### src/rtl/serial_add_ctrl.sv
// Bit-serial adder sequencer: feeds a single-bit adder cell LSB-first through a registered carry.
// Define SERIAL_ADD_SUB_EN to add the `sub` port (a - b, cout=1 means no borrow).
module serial_add_ctrl #(
  parameter int WIDTH = 8
) (
  input  logic             clk,
  input  logic             reset,
  input  logic             start,
  input  logic [WIDTH-1:0] a,
  input  logic [WIDTH-1:0] b,
  input  logic             cin,
`ifdef SERIAL_ADD_SUB_EN
  input  logic             sub,
`endif
  output logic             busy,
  output logic             done,
  output logic [WIDTH-1:0] sum,
  output logic             cout
);

  localparam int CW = $clog2(WIDTH);
  localparam logic [CW-1:0] LAST = CW'(WIDTH - 1);

  typedef enum logic [1:0] {S_IDLE, S_RUN, S_DONE} state_t;

  state_t           r_state, w_next;
  logic [WIDTH-1:0] r_a, r_b;
  logic [WIDTH-2:0] r_acc;
  logic [WIDTH-1:0] r_sum;
  logic             r_cout;
  logic             r_carry;
  logic             r_sub;
  logic [CW-1:0]    r_count;

  logic             w_accept;
  logic             w_sub;
  logic             w_carry_init;
  logic             w_cell_b;
  logic             w_s;
  logic             w_cout;
  logic [WIDTH-1:0] w_acc_next;

`ifdef SERIAL_ADD_SUB_EN
  assign w_sub = sub;
`else
  assign w_sub = 1'b0;
`endif

  // Subtraction is a + ~b + 1, so the start carry is forced high and cin is ignored.
  assign w_carry_init = w_sub ? 1'b1 : cin;
  assign w_accept     = start && (r_state != S_RUN);

  // Single-bit adder cell (generate/propagate form).
  assign w_cell_b   = r_b[0] ^ r_sub;
  assign w_s        = r_a[0] ^ w_cell_b ^ r_carry;
  assign w_cout     = (r_a[0] & w_cell_b) | ((r_a[0] ^ w_cell_b) & r_carry);
  assign w_acc_next = {w_s, r_acc};

  always_comb begin
    // NOTE: every output of this block gets a default first, so no path can infer a latch.
    w_next = r_state;
    busy   = 1'b0;
    done   = 1'b0;
    case (r_state)
      S_IDLE: if (start) w_next = S_RUN;
      S_RUN: begin
        busy = 1'b1;
        if (r_count == LAST) w_next = S_DONE;
      end
      S_DONE: begin
        done   = 1'b1;
        w_next = start ? S_RUN : S_IDLE;
      end
      default: w_next = S_IDLE;
    endcase
  end

  // NOTE: sequential state uses non-blocking assignments only, so every register sees pre-edge values.
  always_ff @(posedge clk) begin
    if (reset) begin
      // NOTE: datapath registers are reset too; at this width it is cheap and keeps sum/cout defined.
      r_state <= S_IDLE;
      r_a     <= '0;
      r_b     <= '0;
      r_acc   <= '0;
      r_sum   <= '0;
      r_cout  <= 1'b0;
      r_carry <= 1'b0;
      r_sub   <= 1'b0;
      r_count <= '0;
    end else begin
      r_state <= w_next;
      if (w_accept) begin
        r_a     <= a;
        r_b     <= b;
        r_carry <= w_carry_init;
        r_sub   <= w_sub;
        r_count <= '0;
      end else if (r_state == S_RUN) begin
        r_a     <= r_a >> 1;
        r_b     <= r_b >> 1;
        r_carry <= w_cout;
        r_acc   <= w_acc_next[WIDTH-1:1];
        if (r_count == LAST) begin
          // Publish only the completed result; partial sums never reach the outputs.
          r_sum  <= w_acc_next;
          r_cout <= w_cout;
        end else begin
          r_count <= r_count + CW'(1);
        end
      end
    end
  end

  assign sum  = r_sum;
  assign cout = r_cout;

endmodule

### config.mk
export PLATFORM = sky130hd
export DESIGN_NAME = serial_add_ctrl
export DESIGN_NICKNAME = d
export VERILOG_FILES = /design/src/rtl/serial_add_ctrl.sv
export SDC_FILE = /design/constraint.sdc
export NUM_CORES = 1
export LEC_CHECK = 0
export BUFFER_PORTS_ARGS = -buffer_cell sky130_fd_sc_hd__buf_4
export CAP_MARGIN = 20
export CORE_ASPECT_RATIO = 1.1
export CORE_UTILIZATION = 45
export CTS_BUF_LIST = sky130_fd_sc_hd__clkbuf_16
export CTS_CLUSTER_SIZE = 28
export DETAILED_ROUTE_END_ITERATION = 10
export PLACE_DENSITY = 0.67
export SLEW_MARGIN = 20
export SYNTH_ARGS = -nofsm -noshare
export SYNTH_HDL_FRONTEND = slang
export SYNTH_SLANG_ARGS = --single-unit
### constraint.sdc
create_clock -name clk -period 1.9 [get_ports clk]
set_input_delay 0.38 -clock clk [delete_from_list [all_inputs] [get_ports clk]]
set_output_delay 0.38 -clock clk [all_outputs]
set_load 0.05 [all_outputs]
==> summary.txt <==
Detailed routing
  • Detailed Route Iter0 Violations: 25
  • Final wirelength: 2950 microns
  • DRC Markers: 0
  • Wire per inst: 12.0 microns
  • TritonRoute pass-1 iters: 4
  • DR vias: 1,250
  • DR vias/cell: 5.08
  • Antenna Nets Post-Route: 0

Setup path
  • Critical-path maximum fanout: 10
  • Req. time, crit path: 1.52 ns
  • CP Launch Type: register
  • Critical Path End Type: output pin
  • CP Data Arrival Time: 1.24 ns
  • Crit Path Class: reg -> out

Global routing
  • Gr ovfl total: 0
  • First-pass GRT wire length: 4970 microns
  • Largest net degree at the start of global routing: 39
  • Vias in the first global route: 1,150
  • Total GRT Usage: 17.4%
  • Antenna violations before repair: 0

Floorplan
  • Initial core utilization: 46.8%
  • # IOs: 31
  • Core Area: 3330 sq um
  • Die ar.: 3710 sq um
  • Site Rows: 22
  • Die outline width: 58.1 microns
  • Die extent in y: 63.8 microns

Placed design
  • DP Cell Count: 238
  • Placed wire-length estimate: 1980 microns
  • GP Congestion: 0.776
  • Post-Place Cell Area: 1780 sq um
  • I/O Buffers: 30

Synthesis
  • Post-Synthesis Cells: 170
  • Post-Syn Area: 1560 sq um
  • Yosys reg bits: 38
  • Avg Inst Size Synth: 9.18 sq um
  • Synth unique cells: 23
  • Warnings, synthesis: 0
  • Post-synthesis sequential area ratio: 48.8%
  • Net count after synthesis: 193

Timing
  • Setup TNS Final: 0 ns
  • Period utilization: 85.5%
  • FMAX: 616 MHz
  • Slew margin rel.: 71.6%
  • RSZ-0062 raised after global routing: no
  • Final hold viol count: 0
  • WHS: 0.387 ns
  • Slew at the pin closest to its max-slew limit: 0.426 ns
  • Setup Skew: 0.00250 ns
  • Final setup viols: 0
  • Fin. max-slew vios: 0
  • Tmin final: 1.62 ns

Cells and area
  • Commonest cells after routing, fill and taps aside: dfxtp_1, nand2_1, buf_4, a21oi_1, mux2i_1
  • Syn-to-layout area delta: 23.1%
  • Commonest non-fill, non-tap cell in the layout: dfxtp_1
  • Nets: 220
  • Non-filler cells, final: 246
  • Share of cells above drive strength 1: 20.7%
  • Antenna cell count: 0
  • Post-route design area: 1920 sq um

Clocking
  • Worst-path clk slew: 0.05 ns
  • Clk buf depth: 2
  • Setup Fix Bufs, Post-CTS: 0
  • CTS Sinks: 38
  • # hold bufs at CTS: 0
  • Num CTS Buffers: 5
  • Clk root buf: clkbuf_16
  • CTS H-tree depth: 2
  • CTS tree: yes
  • Post-CTS resize count: 0
  • Clock Latency Late Sink: 0.27 ns

Status
  • Status: complete, no violations

Pwr
  • Peak supply drop: 535 uV
  • Post-route total power: 1810 uW
  • PwrDens: 940 nW/um^2
  • Static leakage: 0.000814 uW

Worst hold path
  • Hold Crit Class: in -> reg

Flow run
  • Max Cap Viol: 0
-- critical path, cell delays in order (launching register included) --
cell      delay (ns)
dfxtp_1         0.34
nand2b_1        0.20
inv_2           0.19
buf_4           0.23
-- kinds of logic after synthesis --
| kind of cell | after synthesis | share of synthesized area, % |
|---|---|---|
| and+or+nand+nor | 59 | 16.0 |
| DFF | 38 | 48.8 |
| AOI/OAI and AO/OA | 37 | 15.1 |
| buffers and inverters | 15 | 5.69 |
| adders and majority gates | 3 | 2.89 |
| muxes | 18 | 11.5 |
-- report_power, final --
group	switching [uW]	internal (uW)
Combinational	96.9	83.3
Sequential	25.9	838
Clock	288	473
Total	411	1390
-- sequential cells by signal, summed over array words and instances (netlist names) --
signal and cells:
cout 1, r_a 8, r_acc 7, r_b 8, r_carry 1, r_count 3, r_state 2, sum 8
-- metal layers --
layer	global-route usage [%]	wire [microns]	vias to the layer above
met5	0	0	-
met4	8.04	63	0
met3	5.26	134	6
met2	27.7	1350	34
met1	21.3	1410	576
li1	-	-	634
-- cell usage after synthesis --
master	count	share of area, %
dfxtp_1	38	49
nand2b_1	1	0.40
a32oi_1	2	1.1
buf_6	3	2.2
ha_1	2	1.6
a211oi_2	1	0.80
fa_1	1	1.3
nor3b_2	1	0.80
nand3b_1	2	0.96
mux2i_1	18	12
nor2b_1	1	0.40
a21oi_1	20	6.4
buf_1	2	0.48
buf_2	5	1.6
nand2_1	34	8.2
clkbuf_1	1	0.24
buf_4	1	0.48
nor3_1	2	0.64
and3b_1	1	0.56
inv_1	2	0.48
nor2_1	17	4.1
a211oi_1	14	6.7
inv_2	1	0.24
-- stage by stage --
stage	setup WS [ns]	util, %
2_1_floorplan	0.442	-
3_3_place_gp	0.484	53.5
3_5_place_dp	0.400	53.5
4_1_cts	0.272	57.7
5_1_grt	0.212	57.7
6_report	0.276	57.7
-- worst paths after layout --
check                                start         end  slack, ns  depth (start not counted)
worst max-delay path            r_state[1]        busy       0.28                          3
worst min register to register      sum[1]      sum[1]       0.45                          2
worst min-delay path                  b[7]      r_b[7]       0.39                          3
worst max register to register  r_count[0]  r_count[0]       0.38                          5
-- final cells by class --
type / count / area (sq um)
clock buffer: 5 / 125
clock inverter: 3 / 12.5
fill: 296 / 1410
inverter: 3 / 11.3
multi-input combinational: 117 / 711
sequential: 38 / 761
tap: 48 / 60.1
timing repair buffer: 32 / 240
(Power assumes the default switching activity.)
